==> src/rtl/cfi_mailbox.sv <==
// Register-mapped mailbox between a CFI log producer and a Root-of-Trust consumer.
// Owns the doorbell/completion handshake, overrun tracking and a completed-handshake counter.
module cfi_mailbox #(
    parameter int unsigned           ADDR_WIDTH    = 32,
    parameter logic [ADDR_WIDTH-1:0] BASE_ADDR     = ADDR_WIDTH'(32'h1040_4000),
    parameter int unsigned           NR_DATA_WORDS = 8
) (
    input  logic                  clk_i,
    input  logic                  rst_i,
    // Producer (CFI log path)
    input  logic                  prod_req_i,
    input  logic                  prod_we_i,
    input  logic [ADDR_WIDTH-1:0] prod_addr_i,
    input  logic [31:0]           prod_wdata_i,
    output logic                  prod_gnt_o,
    output logic                  prod_rvalid_o,
    output logic [31:0]           prod_rdata_o,
    output logic                  prod_err_o,
    // Consumer (RoT checker)
    input  logic                  cons_req_i,
    input  logic                  cons_we_i,
    input  logic [ADDR_WIDTH-1:0] cons_addr_i,
    input  logic [31:0]           cons_wdata_i,
    output logic                  cons_gnt_o,
    output logic                  cons_rvalid_o,
    output logic [31:0]           cons_rdata_o,
    output logic                  cons_err_o,
    // Interrupts / status
    output logic                  doorbell_irq_o,
    output logic                  completion_irq_o,
    output logic                  busy_o
);

    localparam int unsigned IdxW = (NR_DATA_WORDS > 1) ? $clog2(NR_DATA_WORDS) : 1;
    localparam int unsigned WordW = ADDR_WIDTH - 2;
    localparam logic [WordW-1:0] DbWord  = WordW'(NR_DATA_WORDS);
    localparam logic [WordW-1:0] CmpWord = WordW'(NR_DATA_WORDS + 1);
    localparam logic [WordW-1:0] StsWord = WordW'(NR_DATA_WORDS + 2);
    localparam logic [ADDR_WIDTH-1:0] LastOff = ADDR_WIDTH'(4 * NR_DATA_WORDS + 8);

    typedef enum logic {StIdle, StPending} state_e;

    typedef struct packed {
        logic            ok;
        logic            data;
        logic            db;
        logic            cmp;
        logic            sts;
        logic [IdxW-1:0] idx;
    } dec_t;

    state_e      state_q, state_d;
    logic [31:0] data_q [NR_DATA_WORDS];
    logic [31:0] data_d [NR_DATA_WORDS];
    logic [31:0] cmp_q, cmp_d;
    logic        ovr_q, ovr_d;
    logic [15:0] cnt_q, cnt_d;
    logic        cirq_q, cirq_d;
    logic        p_rvalid_q, p_rvalid_d, p_err_q, p_err_d;
    logic        c_rvalid_q, c_rvalid_d, c_err_q, c_err_d;
    logic [31:0] p_rdata_q, p_rdata_d, c_rdata_q, c_rdata_d;
    logic        pending;
    logic        ovr_set, ovr_clr;
    dec_t        p_dec, c_dec;

    function automatic dec_t decode(input logic [ADDR_WIDTH-1:0] addr);
        logic [ADDR_WIDTH-1:0] off;
        logic [WordW-1:0]      w;
        decode = '0;
        off    = addr - BASE_ADDR;
        w      = off[ADDR_WIDTH-1:2];
        if (addr >= BASE_ADDR && off <= LastOff && addr[1:0] == 2'b00) begin
            decode.ok   = 1'b1;
            decode.data = (w < DbWord);
            decode.db   = (w == DbWord);
            decode.cmp  = (w == CmpWord);
            decode.sts  = (w == StsWord);
            decode.idx  = w[IdxW-1:0];
        end
    endfunction

    // Reads observe pre-edge state, so same-cycle writes are never visible.
    function automatic logic [31:0] read_reg(input dec_t d);
        read_reg = '0;
        if (d.data) read_reg = data_q[d.idx];
        if (d.db)   read_reg = {31'b0, pending};
        if (d.cmp)  read_reg = cmp_q;
        if (d.sts)  read_reg = {cnt_q, 14'b0, ovr_q, pending};
    endfunction

    assign pending = (state_q == StPending);

    always_comb begin
        p_dec = decode(prod_addr_i);
        c_dec = decode(cons_addr_i);
    end

    always_comb begin
        state_d    = state_q;
        data_d     = data_q;
        cmp_d      = cmp_q;
        cnt_d      = cnt_q;
        cirq_d     = 1'b0;
        ovr_set    = 1'b0;
        ovr_clr    = 1'b0;
        p_rvalid_d = prod_req_i;
        p_err_d    = 1'b0;
        p_rdata_d  = '0;
        c_rvalid_d = cons_req_i;
        c_err_d    = 1'b0;
        c_rdata_d  = '0;

        // Producer side decisions use the current state only.
        if (prod_req_i) begin
            if (!p_dec.ok) begin
                p_err_d = 1'b1;
            end else if (prod_we_i) begin
                if (p_dec.data || p_dec.db) begin
                    if (pending) begin
                        p_err_d = 1'b1;
                        ovr_set = 1'b1;
                    end else if (p_dec.data) begin
                        data_d[p_dec.idx] = prod_wdata_i;
                    end else begin
                        state_d = StPending;
                    end
                end else begin
                    p_err_d = 1'b1;
                end
            end else begin
                p_rdata_d = read_reg(p_dec);
            end
        end

        if (cons_req_i) begin
            if (!c_dec.ok) begin
                c_err_d = 1'b1;
            end else if (cons_we_i) begin
                if (c_dec.cmp) begin
                    if (pending) begin
                        cmp_d   = cons_wdata_i;
                        state_d = StIdle;
                        cirq_d  = 1'b1;
                        cnt_d   = cnt_q + 16'd1;
                    end else begin
                        c_err_d = 1'b1;
                    end
                end else if (c_dec.sts) begin
                    ovr_clr = cons_wdata_i[1];
                end else begin
                    c_err_d = 1'b1;
                end
            end else begin
                c_rdata_d = read_reg(c_dec);
            end
        end

        ovr_d = ovr_set ? 1'b1 : (ovr_clr ? 1'b0 : ovr_q);
    end

    always_ff @(posedge clk_i or posedge rst_i) begin
        if (rst_i) begin
            state_q    <= StIdle;
            for (int i = 0; i < NR_DATA_WORDS; i++) data_q[i] <= '0;
            cmp_q      <= '0;
            ovr_q      <= 1'b0;
            cnt_q      <= '0;
            cirq_q     <= 1'b0;
            p_rvalid_q <= 1'b0;
            p_err_q    <= 1'b0;
            p_rdata_q  <= '0;
            c_rvalid_q <= 1'b0;
            c_err_q    <= 1'b0;
            c_rdata_q  <= '0;
        end else begin
            state_q    <= state_d;
            data_q     <= data_d;
            cmp_q      <= cmp_d;
            ovr_q      <= ovr_d;
            cnt_q      <= cnt_d;
            cirq_q     <= cirq_d;
            p_rvalid_q <= p_rvalid_d;
            p_err_q    <= p_err_d;
            p_rdata_q  <= p_rdata_d;
            c_rvalid_q <= c_rvalid_d;
            c_err_q    <= c_err_d;
            c_rdata_q  <= c_rdata_d;
        end
    end

    assign prod_gnt_o       = prod_req_i;
    assign prod_rvalid_o    = p_rvalid_q;
    assign prod_rdata_o     = p_rdata_q;
    assign prod_err_o       = p_err_q;
    assign cons_gnt_o       = cons_req_i;
    assign cons_rvalid_o    = c_rvalid_q;
    assign cons_rdata_o     = c_rdata_q;
    assign cons_err_o       = c_err_q;
    assign doorbell_irq_o   = pending;
    assign busy_o           = pending;
    assign completion_irq_o = cirq_q;

endmodule

==> config.mk <==
export PLATFORM = sky130hd
export DESIGN_NAME = cfi_mailbox
export DESIGN_NICKNAME = d
export VERILOG_FILES = /design/src/rtl/cfi_mailbox.sv
export SDC_FILE = /design/constraint.sdc
export NUM_CORES = 1
export LEC_CHECK = 0
export CAP_MARGIN = 5
export CORE_MARGIN = 3
export CORE_UTILIZATION = 43
export DETAILED_ROUTE_END_ITERATION = 16
export DONT_BUFFER_PORTS = 1
export HOLD_SLACK_MARGIN = 0.02
export SYNTH_ARGS = -nofsm -noshare
export SYNTH_HDL_FRONTEND = slang
export SYNTH_SLANG_ARGS = --single-unit
export TNS_END_PERCENT = 1
==> constraint.sdc <==
create_clock -name clk_i -period 12.7 [get_ports clk_i]
set_clock_uncertainty 0.15 [all_clocks]
set_input_delay 1.27 -clock clk_i [delete_from_list [all_inputs] [get_ports clk_i]]
set_output_delay 1.27 -clock clk_i [all_outputs]
set_load 0.05 [all_outputs]
======== Yosys cells after proc, flatten, opt, wreduce, memory -nomap -nowiden ========
Cells that the tools add are included.
word-level totals
  bits in registers ....................... 375
  word-level logic and storage cells ...... 113
cells by class
  $add $sub $neg .......................... 3
  order comparisons ....................... 9
  eq/ne operators ......................... 6
  multiplexer cells ....................... 62
  bitwise operators ....................... 3
  reductions and logical operators ........ 11
operators with widths
  cell                      count
  $mux W32                  19
  $bwmux W256               1
  $bmux W32 S3              2
  $eq A30 B4 Y1 const B     6
  $demux W32 S3             1
  $ge A32 B29 Y1 const B    2
  $le A32 B6 Y1 const B     2
  $sub A32 B29 Y32 const B  2
  $lt A30 B4 Y1 const B     2
  $mux W1                   37
  $add A16 B1 Y16 const B   1
  $mux W8                   2
  $ge A4 B4 Y1 const B      2
  $not A3 Y4                2
  $reduce_and A6 Y1         1
  $logic_and A1 B1 Y1       5
  $reduce_and A5 Y1         1
  $logic_not A2 Y1          2
  $lt A4 B1 Y1 const B      1
  $reduce_bool A2 Y1        1
  $logic_or A1 B1 Y1        1
  $not A1 Y1                1

======== Depth between registers and ports, before layout ========
Gate-level depths: netlist (run 1).
  depth after elaboration ................. 16
  gate-level depth with buffers ........... 14

======== Worst setup path before layout (run 1) ========
Ideal clock, no wire load.
  path type ............................... input -> register
  start ................................... in prod_addr_i[15]
  end ..................................... reg data_q[0] in the netlist's numbering
  setup time .............................. 0.125 ns
  arrival time ............................ 4.291 ns
  data required time ...................... 12.425 ns
  slack ................................... 8.134 ns
  stages on the path ...................... 12
  cells stage by stage .................... inv_1 ha_1 nor3b_1 xor2_1 or4_1 nor4_1 nand4_1 nor4_2 and4_1 clkbuf_1 buf_2 mux2_2
on the way
  cells in the longest elaborated chain, start to end .. 11
  elaborated cells on any way between the ends .. 17
RTL lines
  element                                                             line  source
  start, declared                                                     13    input logic [ADDR_WIDTH-1:0] prod_addr_i,
  $sub A32 B29 Y32                                                    70    off = addr - BASE_ADDR;
  $le A32 B6 Y1                                                       72    if (addr >= BASE_ADDR && off <= LastOff && addr[1:0] == 2'b00) begin
  $logic_and A1 B1 Y1 (2 in series)                                   72
  $mux W8 (*)                                                         72
  $not A3 Y4 (not written as such)                                    123   data_d[p_dec.idx] = prod_wdata_i;
  $ge A4 B4 Y1 (not written as such) or $lt A4 B1 Y1 (tied branches)  123
  $logic_and A1 B1 Y1 (not written as such)                           123
  $mux W32 (not written as such)                                      123
  $demux W32 S3                                                       123
  $bwmux W256                                                         123
  end signal, assigned                                                177   data_q <= data_d;
  end, declared                                                       53    logic [31:0] data_q [NR_DATA_WORDS];
Every way passes the cells marked *; elsewhere a longest branch is shown, timed or not.
A chain may end at the register's enable or synchronous reset.

======== Worst setup path after layout (run 1) ========
  start ................................... in cons_addr_i[15]
  end ..................................... reg c_rdata_q[5], in the netlist cons_rdata_o[5]
on the way
  cells in the longest elaborated chain, start to end .. 16
  elaborated cells on any way between the ends .. 21
RTL lines
  element                                       line  source
  start, declared                               22    input logic [ADDR_WIDTH-1:0] cons_addr_i,
  $sub A32 B29 Y32                              70
  $le A32 B6 Y1                                 72
  $logic_and A1 B1 Y1 (2 in series)             72
  $mux W8 (*)                                   72
  $not A3 Y4 (not written as such)              85    if (d.data) read_reg = data_q[d.idx];
  $bmux W32 S3                                  85
  $mux W32 (not written as such) (2 in series)  85
  $mux W32                                      85
  $mux W32                                      86    if (d.db) read_reg = {31'b0, pending};
  $mux W32                                      87    if (d.cmp) read_reg = cmp_q;
  $mux W32                                      88    if (d.sts) read_reg = {cnt_q, 14'b0, ovr_q, pending};
  $mux W32                                      138   end else if (cons_we_i) begin
  $mux W32 (*)                                  136   if (!c_dec.ok) begin
  $mux W32 (*)                                  135   if (cons_req_i) begin
  net c_rdata_d[5]                              61    logic [31:0] p_rdata_q, p_rdata_d, c_rdata_q, c_rdata_d;
  end signal, assigned                          187   c_rdata_q <= c_rdata_d;
  end, declared                                 61
The timed path passes the listed nets; every way through them passes the cells marked *. The select of a mux whose other input is x is not followed.

==> results of run 1 <==
registers in the layout (all words and copies together) (netlist names):
register          flops
cnt_q                16
cons_rdata_o         32
prod_err_o            1
cons_err_o            1
cons_rvalid_o         1
cmp_q                32
prod_rvalid_o         1
busy_o                1
data_q              256
prod_rdata_o         32
ovr_q                 1
completion_irq_o      1
routing by layer:
| metal | up-vias | wire, um | track usage | part of all wire |
|---|---|---|---|---|
| met5 | - | 53 | 0 | 0.00081 |
| met4 | 8 | 1783 | 0.08252 | 0.027 |
| met3 | 141 | 7562 | 0.08876 | 0.12 |
| met2 | 814 | 28340 | 0.4000 | 0.43 |
| met1 | 7748 | 27720 | 0.3671 | 0.42 |
| li1 | 6500 | - | - | - |
worst min-delay path, delay by kind of cell, from the launching register on:
| kind | cells | cell delay, ns |
|---|---|---|
| AND/OR/NAND/NOR | 2 | 0.10 |
| flip-flops | 1 | 0.36 |
final cells by class:
cell class,count,share of cell area
Inverter,43,0.007899
Multi-Input combinational cell,1228,0.4428
Clock inverter,15,0.007490
Sequential cell,375,0.4389
Timing Repair Buffer,32,0.01182
Clock buffer,59,0.05641
Tap cell,592,0.03464
Antenna cell,1,0.0001170
cells in the mapped netlist (17+ instances only):
cell and count:
sky130_fd_sc_hd__dfrtp_1 375, sky130_fd_sc_hd__mux2_2 306, sky130_fd_sc_hd__nand2_1 171, sky130_fd_sc_hd__clkbuf_1 89, sky130_fd_sc_hd__mux2i_1 81, sky130_fd_sc_hd__nor2_1 80
sky130_fd_sc_hd__o21ai_0 62, sky130_fd_sc_hd__a21oi_1 50, sky130_fd_sc_hd__inv_1 42, sky130_fd_sc_hd__o22ai_1 41, sky130_fd_sc_hd__nand3_1 33, sky130_fd_sc_hd__o211ai_1 31
sky130_fd_sc_hd__o221ai_1 31, sky130_fd_sc_hd__buf_1 25, sky130_fd_sc_hd__nand4_1 24, sky130_fd_sc_hd__nor2b_1 20, sky130_fd_sc_hd__nor3_1 20, sky130_fd_sc_hd__a21boi_0 17
sky130_fd_sc_hd__a221o_1 17
kinds of logic (layout without fill, tap and decap cells):
group,count (synthesis),in the layout
mux,394,394
other cells,0,1
xor+xnor,18,18
simple gates,439,439
fa+ha+maj,5,5
compound gates,372,372
buf+inv,170,149
flops,375,375
metrics by stage:
| step | utilization | worst slack [ns] | power [mW] | instances | hold slack, ns |
|---|---|---|---|---|---|
| after floorplan | - | 0.8644 | 1.307 | 1773 | 0.3058 |
| after global placement | 0.4495 | 7.129 | 1.315 | 2269 | 0.3319 |
| after detailed placement | 0.4495 | 7.007 | 1.316 | 2269 | 0.3339 |
| after CTS | 0.4802 | 7.590 | 2.532 | 2343 | 0.3499 |
| after global routing | 0.4804 | 7.235 | 2.591 | 2345 | 0.3685 |
| final | 0.4804 | 7.486 | 2.516 | 2345 | 0.3455 |
path summary, 6_finish.rpt:
path	cells past startpoint	end	slack, ns
worst max-delay path	10	cons_rdata_o[5]$_DFF_PP0_	7.49
worst min register to register	2	cmp_q[1]$_DFFE_PP0P_	0.35
worst max register to register	6	prod_rdata_o[19]$_DFF_PP0_	9.78
worst min-delay path	2	cmp_q[1]$_DFFE_PP0P_	0.35
max in group asynchronous	3	cons_rdata_o[4]$_DFF_PP0_	9.24
min in group asynchronous	1	data_q[249]$_DFFE_PP0P_	0.56
where the power goes:
group / switching (mW) / internal (mW)
Combinational: 0.0643 / 0.0323
Sequential: 0.00266 / 1.20
Clock: 0.499 / 0.722
Total: 0.566 / 1.95
==> impl_metrics.tcl, run 1 <==
set metrics [dict create \
    fill_cells 4016 \
    critical_path.endpoint_type "flip-flop" \
    postSynth.topFlopCell "sky130_fd_sc_hd__dfrtp_1" \
    postSynth.asyncResetShare 1.000 \
    postCtsSetupBuffers 0 \
    clkSlewWorstSetupHoldPaths_ns 0.06 \
    cts_tree "yes" \
    synth.net_count 1912 \
    clockBufferDepth 3 \
    timing.max_slew.rel_slack 0.1717 \
    synth_simple_gate_area_share 0.1096 \
    synth-compound-area-share 0.1369 \
    worst_r2r_startpoint "data_q[83]$_DFFE_PP0P_" \
    core-area_um2 44510 \
    detailedRoute.firstIterationViolations 1511 \
    core.rowCount 77 \
    clkSinkCount 375 \
    maxCapViolations 0 \
    die_w_um 218.9 \
    grt_antenna_before_repair 6 \
    initial_core_util 0.4379 \
    placedInstanceArea_um2 20010 \
    ys_seq_area_frac 0.4814 \
    status "finished clean" \
    grt_first_pass_wirelength_mm 96.66 \
    final-setup-viol-count 0 \
    holdBufCountCts 0 \
    synth_enable_flop_cells 0 \
    path_class "input port to flip-flop" \
    critPathMaxFanout 20 \
    grt_util_all_layers 0.2667 \
    yosys.area_share.adder 0.003209 \
    drt-total-wl_mm 65.46 \
    min_period_ns 5.214 \
    worst_skew_pair.late_latency_ns 0.56 \
    global_route.overflow_total 0 \
    gpl.final_weighted_congestion 0.9083 \
    route.detailed.wl_per_inst_um 27.92 \
    vdd_drop_max_uv 79.42 \
    register_bit_count_reported_by_yosys 375 \
    synthXorXnorAreaFrac 0.008088 \
    summed_area_of_non_filler_cells_in_the_final_layout_um2 21380 \
    syn_avg_cell_area_um2 10.99 \
    yosys_warnings 0 \
    grt_start_max_net_pins 166 \
    cellPowerDensity_nw_per_um2 117.7 \
    ant_nets_after_route 0 \
    buffer_ports.inserted 0 \
    critical_path.cell_chain "inv_1 > ha_1 > o21bai_1 > a211o_1 > a221oi_1 > nand3_2 > or4_4 > or2_1 > nand3b_1 > o311ai_0" \
    cts_resized 0 \
    crit_path_max_incr_delay_ns 0.96 \
    fmax_ghz 0.1918 \
    worst_ep_arrival_time_ns 5.49 \
    cellLeakagePower_nw 9.913 \
    boundaryPins 207 \
    setup.worst_path.start_class "input port" \
    drt_pre_antenna_iters 5 \
    place.detailed.hpwl_mm 39.69 \
    drive_above_1_share 0.2546 \
    timing.critical_path.slowest_stage_cell "sky130_fd_sc_hd__nand3b_1" \
    synth_top_cell_area_share 0.4814 \
    grt_pass1_vias 14880 \
    design.die.area_um2 47920 \
    critical_path.startpoint "cons_addr_i[15]" \
    clockRootBuffer "sky130_fd_sc_hd__clkbuf_16" \
    area_of_the_multi_input_gates_um2 9468 \
    netlist_area_um2 19490 \
    timing.critical_path.buf_inv 1 \
    yosys-mux-area-fraction 0.2259 \
    vias_per_cell 6.487 \
    cts_max_level 2 \
    cts_inserted_buffers 41 \
    yosys.area.top_type "sky130_fd_sc_hd__dfrtp_1" \
    slew_viol_final 0 \
    final_net_count 1860 \
    drc 0 \
    post-route-period-util 0.4105 \
    area_delta_synth_final_pct 9.699 \
    min_from "cmp_q[1]$_DFFE_PP0P_" \
    post_synth_inst_count 1773 \
    fp.dieH_um 218.9 \
    worstMarginPinSlew_ns 1.211 \
    min_path_type "flip-flop to flip-flop" \
    dominant_combinational_cell_family_by_area_after_synthesis "multiplexers" \
    fin_tns_setup_ns 0 \
    critical_path.top_delay_family "simple AND/OR/NAND/NOR gates" \
    grt_setup_unrepaired "false" \
    commonest_non_fill_non_tap_cells_in_the_layout "sky130_fd_sc_hd__dfrtp_1 (375), sky130_fd_sc_hd__mux2_2 (306), sky130_fd_sc_hd__nand2_1 (171)" \
    synth_cell_types 77 \
    most_common_library_cell_in_the_layout_ignoring_fill_and_taps "sky130_fd_sc_hd__dfrtp_1" \
    regArea_um2 9384 \
    via_count 15210 \
    synthTopCellsByArea "sky130_fd_sc_hd__dfrtp_1 (48%), sky130_fd_sc_hd__mux2_2 (18%), sky130_fd_sc_hd__mux2i_1 (4.2%), sky130_fd_sc_hd__nand2_1 (3.3%), sky130_fd_sc_hd__clkbuf_1 (1.7%)" \
    hold_viol_final 0 \
    critical_path_required_ns 12.97 \
]
No activity file was read; power rests on OpenSTA's default activity.
==> run 2, diff against run 1 <==
Clock period 12.7 ns to 4.4 ns, I/O delays scaled along.
==> impl_metrics.tcl, run 2 (synthesis results as in run 1) <==
set metrics [dict create \
    status "finished clean" \
    fmax_ghz 0.2792 \
    core-area_um2 44510 \
    maxCapViolations 0 \
    design.die.area_um2 47920 \
    vias_per_cell 6.389 \
    regArea_um2 9384 \
    grt_util_met1 0.3876 \
    power_total_mw 7.289 \
    postCtsSetupBuffers 0 \
    timing.critical_path.slowest_stage_cell "sky130_fd_sc_hd__or3_1" \
    grt_util_all_layers 0.2766 \
    cellLeakagePower_nw 10.35 \
    final_net_count 1961 \
    critical_path.top_delay_family "compound AO/OA/AOI/OAI gates" \
    finish.utilization 0.5023 \
    drc 0 \
    grt_first_pass_wirelength_mm 100.8 \
    die_w_um 218.9 \
    grt_use_met2 0.4216 \
    critical_path_required_ns 4.70 \
    grt_setup_unrepaired "false" \
    path_class "input port to flip-flop" \
    critPathMaxFanout 17 \
    drt-total-wl_mm 67.90 \
    fill_cells 3998 \
    slew_viol_final 0 \
    min_period_ns 3.582 \
    final-setup-viol-count 0 \
    boundaryPins 207 \
    route.detailed.wl_per_inst_um 27.76 \
    fin_tns_setup_ns 0 \
    clockRootBuffer "sky130_fd_sc_hd__clkbuf_16" \
    grt_antenna_before_repair 5 \
    summed_area_of_non_filler_cells_in_the_final_layout_um2 22360 \
    drt_pre_antenna_iters 6 \
    finalHoldWorstSlack_ns 0.02717 \
    initial_core_util 0.4379 \
    grt_most_used_layer "met2" \
    clkSinkCount 375 \
    cts_max_level 2 \
    place.detailed.hpwl_mm 42.16 \
    placedInstanceArea_um2 20270 \
    area_of_the_multi_input_gates_um2 9464 \
    largest_register_ffs 256 \
    registers.top_by_ff_count "data_q" \
    clockBufferDepth 3 \
    gpl.final_weighted_congestion 0.9633 \
    ant_nets_after_route 0 \
    cts_inserted_buffers 41 \
    grt_start_max_net_pins 103 \
    cts_tree "yes" \
    grt_pass1_vias 15530 \
    drive_above_1_share 0.2531 \
    worstMarginPinSlew_ns 1.182 \
    timing.max_slew.rel_slack 0.2117 \
    min_path_type "input port to flip-flop" \
    post-route-period-util 0.8140 \
    hold_viol_final 0 \
    timing.critical_path.buf_inv 1 \
    most_common_library_cell_in_the_layout_ignoring_fill_and_taps "sky130_fd_sc_hd__dfrtp_1" \
    worst_skew_pair.late_latency_ns 0.55 \
    gr-usage-met3 0.07339 \
    clkSlewWorstSetupHoldPaths_ns 0.06 \
    worst_ep_arrival_time_ns 3.88 \
    commonest_non_fill_non_tap_cells_in_the_layout "sky130_fd_sc_hd__dfrtp_1 (375), sky130_fd_sc_hd__mux2_2 (306), sky130_fd_sc_hd__nand2_1 (171)" \
    fp.dieH_um 218.9 \
    area_delta_synth_final_pct 14.69 \
    core.rowCount 77 \
    detailedRoute.firstIterationViolations 1419 \
    global_route.overflow_total 0 \
    vdd_drop_max_uv 231.5 \
    critical_path.cell_chain "inv_1 > ha_1 > o21bai_1 > a211o_1 > a221oi_1 > nand3_2 > or4_4 > or3_1 > a221o_1 > a311oi_1" \
    setup.worst_path.start_class "input port" \
    critical_path.endpoint_type "flip-flop" \
    crit_path_max_incr_delay_ns 0.75 \
    buffer_ports.inserted 0 \
    via_count 15630 \
    cellPowerDensity_nw_per_um2 326.1 \
]
[run 2: cell count changes in the layout (fill, tap and decap cells not counted), sizes merged]
| cell | delta |
|---|---|
| clkinvlp | +1 |
| inv | -1 |
| dlygate4sd3 | +74 |
| clkinv | -4 |
| bufinv | -2 |
| clkbuf | +6 |
| buf | +27 |
[run 2: where the power goes]
part	internal, mW	total, mW	switching, mW
clock	2.02	3.45	1.43
sequential	3.45	3.46	0.00762
combinational	0.143	0.381	0.238
[run 2: through the flow]
step	std cells	setup slack, ns
3_3_place_gp	2297	0.4406
5_1_grt	2445	0.6950
2_1_floorplan	1773	-1.226
3_5_place_dp	2297	0.3425
6_report	2446	0.8183
4_1_cts	2445	0.8993
[run 2: per-layer routing]
metal / wire (um) / vias up / share of wire
met1: 28840 / 7945 / 0.42
met2: 30050 / 824 / 0.44
met5: 46 / - / 0.00068
met4: 1754 / 8 / 0.026
met3: 7217 / 136 / 0.11
li1: - / 6714 / -
[run 2: worst paths after layout]
kind                                              end  slack (ns)  cells past startpoint                    start
setup / recovery           cons_rdata_o[24]$_DFF_PP0_        0.82                     10          cons_addr_i[15]
hold / removal              cons_rdata_o[8]$_DFF_PP0_        0.03                      2           cons_addr_i[4]
setup reg to reg           prod_rdata_o[18]$_DFF_PP0_        1.88                      6  data_q[146]$_DFFE_PP0P_
hold reg to reg                 cmp_q[10]$_DFFE_PP0P_        0.34                      2    cmp_q[10]$_DFFE_PP0P_
max in group asynchronous   prod_rdata_o[6]$_DFF_PP0_        2.64                      3                    rst_i
min in group asynchronous      data_q[55]$_DFFE_PP0P_        0.39                      2                    rst_i
[run 2: final cells by class]
class,instances,share of cell area
clock inverter,9,0.003694
clock buffer,65,0.05630
tap,592,0.03313
timing repair buffer,133,0.05630
multi-input combinational,1228,0.4233
sequential,375,0.4197
inverter,43,0.007388
antenna,1,0.0001119
[run 2: repair_timing]
| action | in CTS | in global routing |
|---|---|---|
| gates resized for setup | 0 | 0 |
| hold endpoints to repair | 334 | 0 |
| hold buffers | 74 | 0 |
